## config.mk

```make
export PLATFORM = sky130hd
export DESIGN_NAME = unsigned_to_signed_pipe
export DESIGN_NICKNAME = d
export VERILOG_FILES = /design/src/rtl/fir_fdmt_pkg.sv /design/src/rtl/unsigned_to_signed_pipe_stage_reg.sv /design/src/rtl/unsigned_to_signed_pipe.sv
export SDC_FILE = /design/constraint.sdc
export NUM_CORES = 1
export LEC_CHECK = 0
export CAP_MARGIN = 20
export CORE_ASPECT_RATIO = 1.25
export CORE_MARGIN = 5
export CORE_UTILIZATION = 43
export CTS_BUF_LIST = sky130_fd_sc_hd__clkbuf_8
export CTS_CLUSTER_DIAMETER = 150
export DETAILED_ROUTE_END_ITERATION = 6
export PLACE_DENSITY = 0.76
export SYNTH_ARGS = -nofsm -noshare
export SYNTH_HDL_FRONTEND = slang
export SYNTH_SLANG_ARGS = --single-unit
```

## constraint.sdc

```tcl
create_clock -name clk -period 2.8 [get_ports clk]
set_input_delay 0.28 -clock clk [delete_from_list [all_inputs] [get_ports clk]]
set_output_delay 0.28 -clock clk [all_outputs]
set_load 0.02 [all_outputs]
```

## src/rtl/fir_fdmt_pkg.sv

```systemverilog
// Shared definitions for the FIR sign-magnitude datapath converters.
// Used by unsigned_to_signed_pipe and its forward signed-to-magnitude counterpart.
package fir_fdmt_pkg;

    localparam int DEFAULT_BIT_WIDTH = 17;

    // Sign-magnitude sample as carried between the converters at default width.
    typedef struct packed {
        logic                         sign;
        logic [DEFAULT_BIT_WIDTH-2:0] mag;
        logic                         last;
    } sm_sample_t;

    localparam int SM_SAMPLE_W = $bits(sm_sample_t);

endpackage

```

## src/rtl/unsigned_to_signed_pipe_stage_reg.sv

```systemverilog
// pipe_stage_reg: one valid/ready register slice. The slice accepts whenever it is
// empty or its content leaves this cycle; the payload register loads only on accept.
module pipe_stage_reg #(
    parameter int W = 18
) (
    input  logic         clk,
    input  logic         rst_n,
    input  logic         in_valid,
    output logic         in_ready,
    input  logic [W-1:0] in_data,
    output logic         out_valid,
    input  logic         out_ready,
    output logic [W-1:0] out_data
);

    logic         v;
    logic [W-1:0] d;

    assign in_ready  = !v || out_ready;
    assign out_valid = v;
    assign out_data  = d;

    always_ff @(posedge clk) begin
        if (!rst_n) begin
            v <= 1'b0;
            d <= '0;
        end else begin
            if (in_ready) begin
                v <= in_valid;
            end
            if (in_valid && in_ready) begin
                d <= in_data;
            end
        end
    end

endmodule

```

## src/rtl/unsigned_to_signed_pipe.sv

```systemverilog
// Two-stage sign-magnitude to two's-complement converter with valid/ready flow control.
// Optional macro U2S_NEGZERO_CNT_EN adds a saturating count of accepted negative zeros.
//
// Handshake: a transfer happens on a rising edge where valid && ready; valid and
// payload are held by the producer until that edge, ready may depend on the far side.
module unsigned_to_signed_pipe
    import fir_fdmt_pkg::*;
#(
    parameter int BIT_WIDTH = DEFAULT_BIT_WIDTH
) (
    input  logic                 clk,
    input  logic                 rst_n,
    input  logic                 in_valid,
    output logic                 in_ready,
    input  logic [BIT_WIDTH-2:0] in_mag,
    input  logic                 in_sign,
    input  logic                 in_last,
    output logic                 out_valid,
    input  logic                 out_ready,
    output logic [BIT_WIDTH-1:0] out_data,
    output logic                 out_last
`ifdef U2S_NEGZERO_CNT_EN
    ,
    output logic [15:0]          negzero_cnt
`endif
);

    localparam int PW = BIT_WIDTH + 1;

    logic          s1_v;
    logic          s2_in_ready;
    logic [PW-1:0] s1_d;
    logic [PW-1:0] s1_q;
    logic [PW-1:0] s2_d;
    logic [PW-1:0] s2_q;

    logic                 s1_sign;
    logic [BIT_WIDTH-2:0] s1_mag;
    logic                 s1_last;
    logic [BIT_WIDTH-1:0] mag_ext;
    logic [BIT_WIDTH-1:0] conv;

    assign s1_d = {in_sign, in_mag, in_last};

    pipe_stage_reg #(.W(PW)) u_s1 (
        .clk       (clk),
        .rst_n     (rst_n),
        .in_valid  (in_valid),
        .in_ready  (in_ready),
        .in_data   (s1_d),
        .out_valid (s1_v),
        .out_ready (s2_in_ready),
        .out_data  (s1_q)
    );

    assign s1_sign = s1_q[PW-1];
    assign s1_mag  = s1_q[PW-2:1];
    assign s1_last = s1_q[0];
    assign mag_ext = {1'b0, s1_mag};

    // Negative zero maps to plain zero, so the most negative code never appears.
    assign conv = (s1_sign && (s1_mag != '0)) ? (~mag_ext + 1'b1) : mag_ext;
    assign s2_d = {conv, s1_last};

    pipe_stage_reg #(.W(PW)) u_s2 (
        .clk       (clk),
        .rst_n     (rst_n),
        .in_valid  (s1_v),
        .in_ready  (s2_in_ready),
        .in_data   (s2_d),
        .out_valid (out_valid),
        .out_ready (out_ready),
        .out_data  (s2_q)
    );

    assign out_data = s2_q[PW-1:1];
    assign out_last = s2_q[0];

`ifdef U2S_NEGZERO_CNT_EN
    always_ff @(posedge clk) begin
        if (!rst_n) begin
            negzero_cnt <= 16'h0000;
        end else if (in_valid && in_ready && in_sign && (in_mag == '0)
                     && (negzero_cnt != 16'hFFFF)) begin
            negzero_cnt <= negzero_cnt + 16'd1;
        end
    end
`endif

endmodule

```

Yosys cells after proc, flatten, opt, wreduce, memory -nomap -nowiden
Index checks and enable logic that the tools add are counted.

word-level totals
  register bits = 38
  input port bits = 22
  output and inout port bits = 20
  logic and storage cells = 15

cells by class
  add/sub/neg operators = 1
  mux-type cells = 1
  bitwise operators = 1
  reductions and logical operators = 8

operator list
  operator                                                         count
  17-bit by 1-bit adder with 17-bit output, second input constant  1
  17-bit two-way mux                                               1
  16-bit NOT with 17-bit output                                    1
  16-bit nonzero test                                              1
  1-bit logical AND                                                3
  1-bit zero test                                                  2
  1-bit logical OR                                                 2

Longest topological paths before layout
Gate-level depths: netlist of run 1.

  depth in word-level cells = 4
  depth in mapped cells = 8

By module
A second synthesis of run 1 with hierarchy kept.

unflattened totals
  cell total of the unflattened synthesis = 218
  area total of the unflattened synthesis = 1934.4 um^2

modules (own cells, without submodules)
  module                   instances  cells an instance  area an instance (um^2)  seq. area each (um^2)
  pipe_stage_reg           2          83                 787.0                    380.4
  unsigned_to_signed_pipe  1          52                 360.3                    0.0

Worst setup path before layout of run 1
Ideal clock, no wire load.

  kind = register to register
  from = register u_s1.d[1] (netlist: u_s1.out_data[1])
  to = register u_s2.d[2] (netlist: u_s2.out_data[2])
  setup time = 0.132 ns
  arrival time = 1.875 ns
  required time = 2.668 ns
  slack = 0.793 ns
  cell stages (with the launch flop) = 9
  buffers on the path = 2
  cells stage by stage = dfxtp_1 inv_1 ha_1 or4b_1 buf_2 o41ai_4 buf_6 mux2i_1 a21oi_1

between the ends
  longest elaborated chain between the ends = 3
  elaborated cells on any way between the ends = 5
  those cells by class = add/sub (1); mux (1); bitwise (1); reduce/logical (2)

RTL lines
  element                                                                               RTL line                                 RTL
  start, declared                                                                       unsigned_to_signed_pipe_stage_reg.sv:17  logic [W-1:0] d;
  start signal, assigned                                                                unsigned_to_signed_pipe_stage_reg.sv:32  d <= in_data;
  16-bit NOT with 17-bit output / 16-bit nonzero test (equally long branches)           unsigned_to_signed_pipe.sv:62            assign conv = (s1_sign && (s1_mag != '0)) ? (~mag_ext + 1'b1) : mag_ext;
  17-bit by 1-bit adder with 17-bit output / 1-bit logical AND (equally long branches)  unsigned_to_signed_pipe.sv:62
  17-bit two-way mux (*)                                                                unsigned_to_signed_pipe.sv:62
  end signal, assigned                                                                  unsigned_to_signed_pipe_stage_reg.sv:32
  end, declared                                                                         unsigned_to_signed_pipe_stage_reg.sv:17

Every way passes the cells marked *; elsewhere a longest branch is shown, timed or not.
A chain may end at the register's enable or synchronous reset.

Worst setup path after layout of run 1
  from = register u_s1.d[1] (netlist: u_s1.out_data[1])
  to = register u_s2.d[8] (netlist: u_s2.out_data[8])

Same word-level chain as after synthesis.

==> results of run 1 <==
[layout by cell type (no fill, tap or decap), types with 4 or more instances in the layout]
cell	count
a211oi_1	4
a21oi_1	29
a31oi_1	6
clkbuf_8	6
clkdlybuf4s50_1	41
dfxtp_1	38
inv_1	6
nand2_1	43
nor2_1	10
o21ai_0	16
o21ai_1	4
or3_1	11
xor2_1	5
[layer usage]
layer  up-vias  share of wire (%)
li1        816                  -
met1       689                 45
met2        36                 47
met3         9                4.7
met4         0                2.8
met5         -                  0
[logic make-up (layout without fill, tap and decap cells)]
logic type / count (synthesis) / after routing / synth area share, %
adder cells (fa/ha/maj): 1 / 1 / 0.741
AO/OA/AOI/OAI: 65 / 65 / 22.7
multiplexers: 1 / 1 / 0.593
XOR/XNOR: 6 / 6 / 3.11
AND/OR/NAND/NOR: 82 / 82 / 23.1
buffers and inverters: 19 / 57 / 4.74
flip-flops: 38 / 38 / 45.0
[worst max-delay path, delay by kind of cell, from the launching register on]
kind	cells	cell delay, ns
AND/OR/NAND/NOR	1	0.59
adder cells (fa/ha/maj)	1	0.20
flip-flops	1	0.34
AO/OA/AOI/OAI	3	1.07
buffers and inverters	1	0.06
[power breakdown]
part	internal (mW)	switching (mW)
combinational	0.106	0.117
clock	0.195	0.178
sequential	0.574	0.0292
[through the flow]
step / cells / util, % / hold slack, ns
global placement: 296 / 56.1 / 0.443
CTS: 304 / 58.5 / 0.464
floorplan: 212 / - / 0.409
finish: 304 / 58.5 / 0.458
detailed placement: 296 / 56.1 / 0.454
global route: 304 / 58.5 / 0.494
[Yosys cell counts, types with 2 or more instances]
cell	number	area, um^2
nand2_1	43	161
dfxtp_1	38	761
a21oi_1	29	145
o21ai_0	16	80.1
clkbuf_1	11	41.3
or3_1	11	68.8
nor2_1	10	37.5
a31oi_1	6	37.5
inv_1	5	18.8
xor2_1	5	43.8
a211oi_1	4	30.0
o21ai_1	4	20.0
nor3_1	3	15.0
or4_1	3	22.5
and2_1	2	12.5
nand2b_1	2	12.5
nor4_1	2	12.5
o41ai_1	2	17.5
[layout make-up]
| cell class | instances | area [um^2] | share of cell area, % |
|---|---|---|---|
| Clock buffer | 6 | 82.6 | 3.73 |
| Clock inverter | 2 | 8.76 | 0.395 |
| Inverter | 6 | 22.5 | 1.02 |
| Multi-Input combinational cell | 155 | 848 | 38.3 |
| Sequential cell | 38 | 761 | 34.3 |
| Tap cell | 54 | 67.6 | 3.05 |
| Timing Repair Buffer | 43 | 425 | 19.2 |
[worst paths after layout]
kind | slack (ns) | endpoint | from
max | 0.47 | u_s2.out_data[8] | u_s1.out_data[1]
min | 0.46 | u_s2.out_data[17] | u_s2.out_data[17]
max reg2reg | 0.47 | u_s2.out_data[8] | u_s1.out_data[1]
min reg2reg | 0.46 | u_s2.out_data[17] | u_s2.out_data[17]
[flip-flops by register name, summed over array words and instances, names as in the netlist]
name and count:
u_s1.out_data 18, u_s1.out_valid 1, u_s2.out_data 18, u_s2.out_valid 1
==> flow_metrics.py, run 1 <==
metrics = {
    "worst_setup_path": {
        "arrival_ns": 2.55,
        "slowest_delay_ns": 0.68,
        "critPathCaptureType": "register",
        "cp.required_ns": 3.02,
        "cpMaxStageDelayCell": "o41ai_4",
        "start_kind": "register",
        "crit_chain": "inv_1 -> ha_1 -> or4b_1 -> o41ai_4 -> o21ai_0 -> a31oi_1",
        "critPathKind": "register to register",
        "reg2regPathDepth": 6,
        "cp_max_fo": 14,
    },
    "min_path": {
        "worstHoldPathType": "register to register",
        "holdPathStages": 2,
    },
    "grt": {
        "grt-ovfl-total": 0,
        "grt.total_usage_pct": 15.3,
        "antenna_found_initial": 0,
        "grt-busiest-layer": "met2",
        "met2_usage_pct": 25.5,
        "grt.met3_usage_pct": 4.20,
        "met1_usage_pct": 17.3,
        "grt_pass1_wl_um": 6160,
        "grt_start_max_net_pins": 29,
        "first_global_vias": 1377,
    },
    "clocking": {
        "cts-buffers-inserted": 5,
        "postCtsSetupBuffers": 0,
        "cts_num_sinks": 38,
        "clock_path_buffers": 2,
        "htreeDepth": 2,
        "cts_hold_buf": 0,
        "cts_resized": 0,
        "cts_tree": "yes",
        "cts_root_buffer": "clkbuf_8",
        "clk_pin_slew_ns": 0.07,
        "clk_latency_ns": 0.29,
    },
    "timing": {
        "worstMarginPinSlew_ns": 0.677,
        "max_slew_margin_pct": 54.7,
        "slew_viol_final": 0,
        "fin_skew_ns": 0.00285,
        "tns_ns": 0,
        "fin_crit_sh_pct": 83.4,
        "postLayoutSetupSlackWorst_ns": 0.466,
        "rsz0062_at_grt": "no",
        "hold_violations": 0,
        "setup_violations": 0,
        "period_minus_slack_ns": 2.33,
        "clock.fmax_mhz": 428,
    },
    "synth": {
        "async_flop_share_pct": 0,
        "synth.net_count": 235,
        "synthDistinctLibCells": 34,
        "synth_area_mm2": 0.00169,
        "ys_ff_latch": 38,
        "syn_area_per_cell_um2": 7.97,
        "synthCells": 212,
        "ys.warnings.count": 0,
        "seq_area_frac_synth_pct": 45.0,
        "synth_edf_count": 0,
        "synth_ff_type": "dfxtp_1",
    },
    "drt": {
        "drc": 0,
        "ant_nets": 0,
        "wirelength_um": 3740,
        "drt_pre_antenna_iters": 4,
        "avgRoutedWirePerCell_um": 12.3,
        "routed-via-count": 1550,
        "avgViaCountPerCell": 5.10,
        "drt_iter0_markers": 93,
    },
    "placement": {
        "place_congestion": 0.840,
        "dp_slack_ns": 0.480,
        "dpl.hpwl_um": 2790,
        "io_buffers": 41,
        "dpl-instance-area_mm2": 0.00212,
    },
    "final_layout": {
        "synthToLayoutAreaGrowth_pct": 31.2,
        "fin_area_mm2": 0.00222,
        "drive_gt1_share_pct": 5.20,
        "nets": 272,
        "n_antenna_cell": 0,
        "fill_cells": 370,
    },
    "run": {
        "drv_cap": 0,
    },
    "floorplanning": {
        "ios": 42,
        "die_x_um": 66.1,
        "initial_utilization_pct": 44.6,
        "dieArea_mm2": 0.00529,
        "rows": 25,
        "die_y_um": 80.1,
        "core_area_mm2": 0.00378,
    },
    "power_and_ir_drop": {
        "total_power_mw": 1.20,
        "leakage_nw": 0.809,
        "powerDensity_mw_per_mm2": 541,
        "peakVddDrop_mv": 0.334,
    },
    "run_status": {
        "outcome": "completed",
    },
}
No activity file was read; power rests on OpenSTA's default activity.
==> inputs of run 2 (changes only) <==
--- a/config.mk
+++ b/config.mk
@@ -12,7 +12,7 @@
 export CTS_BUF_LIST = sky130_fd_sc_hd__clkbuf_8
 export CTS_CLUSTER_DIAMETER = 150
 export DETAILED_ROUTE_END_ITERATION = 6
-export PLACE_DENSITY = 0.76
+export PLACE_DENSITY = 0.79
 export SYNTH_ARGS = -nofsm -noshare
 export SYNTH_HDL_FRONTEND = slang
 export SYNTH_SLANG_ARGS = --single-unit
==> constraint.sdc (replaced) <==
create_clock -name clk -period 2 [get_ports clk]
set_input_delay 0.2 -clock clk [delete_from_list [all_inputs] [get_ports clk]]
set_output_delay 0.2 -clock clk [all_outputs]
set_load 0.02 [all_outputs]
==> run 2 against run 1 <==
Effect of this change:
- clock power rose by 35%
- clock skew rose by 0.0020 ns
- design area rose by 6.4%
- first-iteration DRC count fell by 31%
- global-route usage rose by 0.52 points
- fmax rose by 23%
- non-clock buffer count rose by 14
- largest cell class unchanged
==> flow_metrics.py, run 2 (synthesis gave the netlist of run 1 again) <==
metrics = {
    "timing": {
        "clock.fmax_mhz": 526,
        "whs_ns": 0.451,
        "rsz0062_at_grt": "no",
        "setup_violations": 0,
        "tns_ns": 0,
        "fin_crit_sh_pct": 95.0,
        "worstMarginPinSlew_ns": 0.584,
        "max_slew_margin_pct": 61.1,
        "period_minus_slack_ns": 1.90,
        "hold_violations": 0,
        "fin_skew_ns": 0.00484,
        "slew_viol_final": 0,
    },
    "min_path": {
        "worstHoldPathType": "input pin to register",
        "holdPathStages": 3,
    },
    "floorplanning": {
        "rows": 25,
        "initial_utilization_pct": 44.6,
        "dieArea_mm2": 0.00529,
        "die_x_um": 66.1,
        "core_area_mm2": 0.00378,
        "ios": 42,
        "die_y_um": 80.1,
    },
    "clocking": {
        "cts_num_sinks": 38,
        "postCtsSetupBuffers": 0,
        "cts-buffers-inserted": 5,
        "cts_tree": "yes",
        "clk_pin_slew_ns": 0.07,
        "clk_latency_ns": 0.29,
        "htreeDepth": 2,
        "cts_root_buffer": "clkbuf_8",
        "clock_path_buffers": 2,
    },
    "drt": {
        "drc": 0,
        "avgRoutedWirePerCell_um": 12.4,
        "avgViaCountPerCell": 5.14,
        "wirelength_um": 3920,
        "routed-via-count": 1624,
        "ant_nets": 0,
        "drt_iter0_markers": 64,
        "drt_pre_antenna_iters": 4,
    },
    "final_layout": {
        "regArea_um2": 761,
        "drive_gt1_share_pct": 11.5,
        "fin_area_mm2": 0.00236,
        "nets": 286,
        "multiInputGateArea_um2": 880,
        "final_common_cell": "nand2_1",
        "synthToLayoutAreaGrowth_pct": 39.6,
        "final_cell_mix": "43 x nand2_1, 41 x clkdlybuf4s50_1, 38 x dfxtp_1",
        "n_antenna_cell": 0,
        "fill_cells": 345,
    },
    "worst_setup_path": {
        "cp_max_fo": 7,
        "critPathCaptureType": "register",
        "critPathKind": "register to register",
        "cp.required_ns": 2.16,
        "arrival_ns": 2.06,
        "start_kind": "register",
        "reg2regPathDepth": 7,
    },
    "grt": {
        "grt_pass1_wl_um": 6380,
        "grt_start_max_net_pins": 26,
        "grt.total_usage_pct": 15.8,
        "first_global_vias": 1425,
        "grt-ovfl-total": 0,
        "antenna_found_initial": 0,
    },
    "placement": {
        "dpl.hpwl_um": 2950,
        "io_buffers": 41,
        "dpl-instance-area_mm2": 0.00223,
        "place_congestion": 0.903,
    },
    "power_and_ir_drop": {
        "powerDensity_mw_per_mm2": 722,
        "leakage_nw": 0.881,
        "peakVddDrop_mv": 0.371,
    },
    "run": {
        "drv_cap": 0,
    },
    "run_status": {
        "outcome": "completed",
    },
}
## run 2: cell type report
type | instances | share of cell area (%)
clock buffers | 6 | 3.50
inverters | 6 | 0.955
multi-input cells | 155 | 37.3
flip-flops and latches | 38 | 32.3
well taps | 54 | 2.87
repair buffers | 57 | 23.1
## run 2: worst paths after layout
check | end | slack, ns | start
setup / recovery | u_s2.out_data[2] | 0.1 | u_s1.out_data[1]
hold / removal | u_s1.out_data[0] | 0.45 | in_last
setup reg to reg | u_s2.out_data[2] | 0.1 | u_s1.out_data[1]
hold reg to reg | u_s2.out_data[0] | 0.46 | u_s1.out_data[0]
## run 2: layer usage
layer / GRT usage, % / part of all wire [%]
met1: 19.0 / 44
met2: 26.3 / 49
met3: 3.78 / 4.4
met4: 7.32 / 2.0
met5: 0 / 0
## run 2: metrics by stage
step	setup WS [ns]	instances	power, mW	utilization [%]
after CTS	0.0509	315	1.71	61.3
after global routing	0.00141	316	1.79	62.3
after floorplan	0.0694	212	1.05	-
after detailed placement	-0.00648	309	1.20	59.0
after global placement	0.0681	309	1.19	59.0
final	0.0994	316	1.70	62.3
## run 2: where the power goes
part           internal [mW]  leakage [nW]  switching [mW]  total [mW]
Combinational          0.177         0.525           0.188       0.366
Sequential             0.803         0.313          0.0309       0.834
Clock                  0.265        0.0431           0.237       0.502
Total                   1.25         0.881           0.456        1.70
## run 2: repair_timing
item / in CTS / in global routing
gates cloned: 0 / 1
hold buffers: 0 / 0
gates resized for setup: 1 / 5
setup endpoints to repair: 3 / 6
pin swaps: 0 / 0
## run 2: worst max-delay path, cell delays in order (launching register included)
cell and delay, ns:
dfxtp_1 0.31, inv_1 0.09, ha_4 0.15, or4b_4 0.52, o41ai_4 0.26, buf_6 0.17, mux2i_1 0.19, a21oi_1 0.08
==> inputs of run 3 (changes only) <==
--- a/config.mk
+++ b/config.mk
@@ -12,6 +12,7 @@
 export CTS_BUF_LIST = sky130_fd_sc_hd__clkbuf_8
 export CTS_CLUSTER_DIAMETER = 150
 export DETAILED_ROUTE_END_ITERATION = 6
+export GPL_TIMING_DRIVEN = 0
 export PLACE_DENSITY = 0.79
 export SYNTH_ARGS = -nofsm -noshare
 export SYNTH_HDL_FRONTEND = slang
==> run 3 against run 2 <==
Effect of this change:
- fmax decreased by 2.7%
- non-clock buffer count increased by 3
- die area unchanged
- core utilization increased by 0.93 points
- combinational power about the same
- cell count increased by 1.6%
- sequential power increased by 1%
- via count increased by 1.9%
- clock power increased by 24%
- clock skew decreased by 0.0019 ns
- global-route usage increased by 1.5 points
- sequential share of layout area decreased by 0.26 points
- critical path type unchanged
- critical endpoint unchanged
==> flow_metrics.py, run 3 (synthesis gave the netlist of run 1 again) <==
metrics = {
    "run_status": {
        "outcome": "completed",
    },
    "grt": {
        "grt_pass1_wl_um": 6990,
        "grt-ovfl-total": 0,
        "antenna_found_initial": 0,
        "grt.total_usage_pct": 17.2,
        "first_global_vias": 1597,
        "grt_start_max_net_pins": 13,
    },
    "final_layout": {
        "n_antenna_cell": 0,
        "drive_gt1_share_pct": 13.1,
        "final_util_pct": 63.2,
        "final_cell_mix": "43 x nand2_1, 41 x clkdlybuf4s50_1, 34 x dfxtp_1",
        "nets": 289,
        "regArea_um2": 766,
        "fin_area_mm2": 0.00239,
        "final_common_cell": "nand2_1",
        "synthToLayoutAreaGrowth_pct": 41.6,
        "multiInputGateArea_um2": 896,
        "fill_cells": 324,
    },
    "clocking": {
        "htreeDepth": 2,
        "cts_tree": "yes",
        "clk_latency_ns": 0.29,
        "cts-buffers-inserted": 5,
        "cts_root_buffer": "clkbuf_8",
        "cts_hold_buf": 0,
        "clock_path_buffers": 2,
        "clk_pin_slew_ns": 0.07,
        "cts_num_sinks": 38,
    },
    "power_and_ir_drop": {
        "clkPwrFrac_pct": 34.0,
        "peakVddDrop_mv": 0.435,
        "p_int_mw": 1.35,
        "pwr-share-comb_pct": 20.0,
        "switching_share_pct": 26.4,
        "powerDensity_mw_per_mm2": 766,
        "leakage_nw": 0.875,
        "seqPwrFrac_pct": 46.0,
        "switching_power_mw": 0.484,
    },
    "drt": {
        "drt_iter0_markers": 118,
        "routed-via-count": 1655,
        "drc": 0,
        "wirelength_um": 4170,
        "avgRoutedWirePerCell_um": 13.0,
        "ant_nets": 0,
        "drt_pre_antenna_iters": 4,
        "avgViaCountPerCell": 5.16,
    },
    "floorplanning": {
        "die_y_um": 80.1,
        "ios": 42,
        "core_area_mm2": 0.00378,
        "dieArea_mm2": 0.00529,
        "rows": 25,
        "die_x_um": 66.1,
        "initial_utilization_pct": 44.6,
    },
    "timing": {
        "fin_skew_ns": 0.00290,
        "setup_violations": 0,
        "slew_viol_final": 0,
        "period_minus_slack_ns": 1.95,
        "hold_violations": 0,
        "worstMarginPinSlew_ns": 0.527,
        "clock.fmax_mhz": 512,
        "fin_crit_sh_pct": 97.7,
        "max_slew_margin_pct": 64.8,
        "tns_ns": 0,
        "whs_ns": 0.448,
    },
    "placement": {
        "place_congestion": 0.800,
        "io_buffers": 41,
        "dpl-instance-area_mm2": 0.00217,
        "dpl.hpwl_um": 2970,
    },
    "worst_setup_path": {
        "critPathKind": "register to register",
        "critPathCaptureType": "register",
        "start_kind": "register",
        "cp_max_fo": 6,
        "arrival_ns": 2.12,
        "cp.required_ns": 2.17,
    },
    "min_path": {
        "worstHoldPathType": "input pin to register",
    },
    "run": {
        "drv_cap": 0,
    },
}
-- run 3: routing by layer --
metal / GRT usage [%] / routed length, um
met5: 0 / 0
met4: 8.13 / 111
met3: 4.76 / 184
met2: 30.5 / 2110
met1: 18.7 / 1760
-- run 3: layout make-up --
cell class                      instances  share of cell area [%]
Timing Repair Buffer                   49                    20.2
Sequential cell                        38                    32.0
Clock buffer                            5                    2.88
Tap cell                               54                    2.82
Multi-Input combinational cell        155                    37.4
Buffer                                 11                    2.04
Inverter                                6                   0.941
Clock inverter                          3                    1.67
-- run 3: power groups by stage --
stage / Combinational, mW / Sequential [mW] / Clock, mW
after floorplan: 0.171 / 0.878 / 0
after global placement: 0.323 / 0.855 / 0
after detailed placement: 0.329 / 0.856 / 0
after CTS: 0.362 / 0.839 / 0.643
after global routing: 0.402 / 0.849 / 0.680
final: 0.367 / 0.843 / 0.622
-- run 3: final timing paths --
kind                          start                 to  slack [ns]  depth (start not counted)
setup reg to reg   u_s1.out_data[9]   u_s2.out_data[2]        0.05                          5
setup / recovery   u_s1.out_data[9]   u_s2.out_data[2]        0.05                          5
hold reg to reg   u_s2.out_data[17]  u_s2.out_data[17]        0.46                          2
hold / removal            in_mag[0]   u_s1.out_data[1]        0.45                          3
-- run 3: critical path, stage by stage, from the launching register on --
cell,delay [ns]
dfxtp_2,0.35
or4_4,0.57
o41ai_4,0.41
buf_6,0.17
mux2i_1,0.23
a21oi_1,0.09
-- run 3: metrics by stage --
stage | setup slack, ns | cells | power, mW
3_5_place_dp | -0.195 | 307 | 1.18
3_3_place_gp | -0.191 | 307 | 1.18
4_1_cts | -0.0608 | 322 | 1.84
5_1_grt | -0.00571 | 321 | 1.93
2_1_floorplan | 0.0694 | 212 | 1.05
6_report | 0.0468 | 321 | 1.83
-- run 3: what timing repair did --
action                                  4_1_cts  5_1_grt
endpoints found under the setup margin        8       11
gates resized for setup                      14        5
cloned                                        0        0
setup buffers                                 7        1
pin swaps                                    11        2
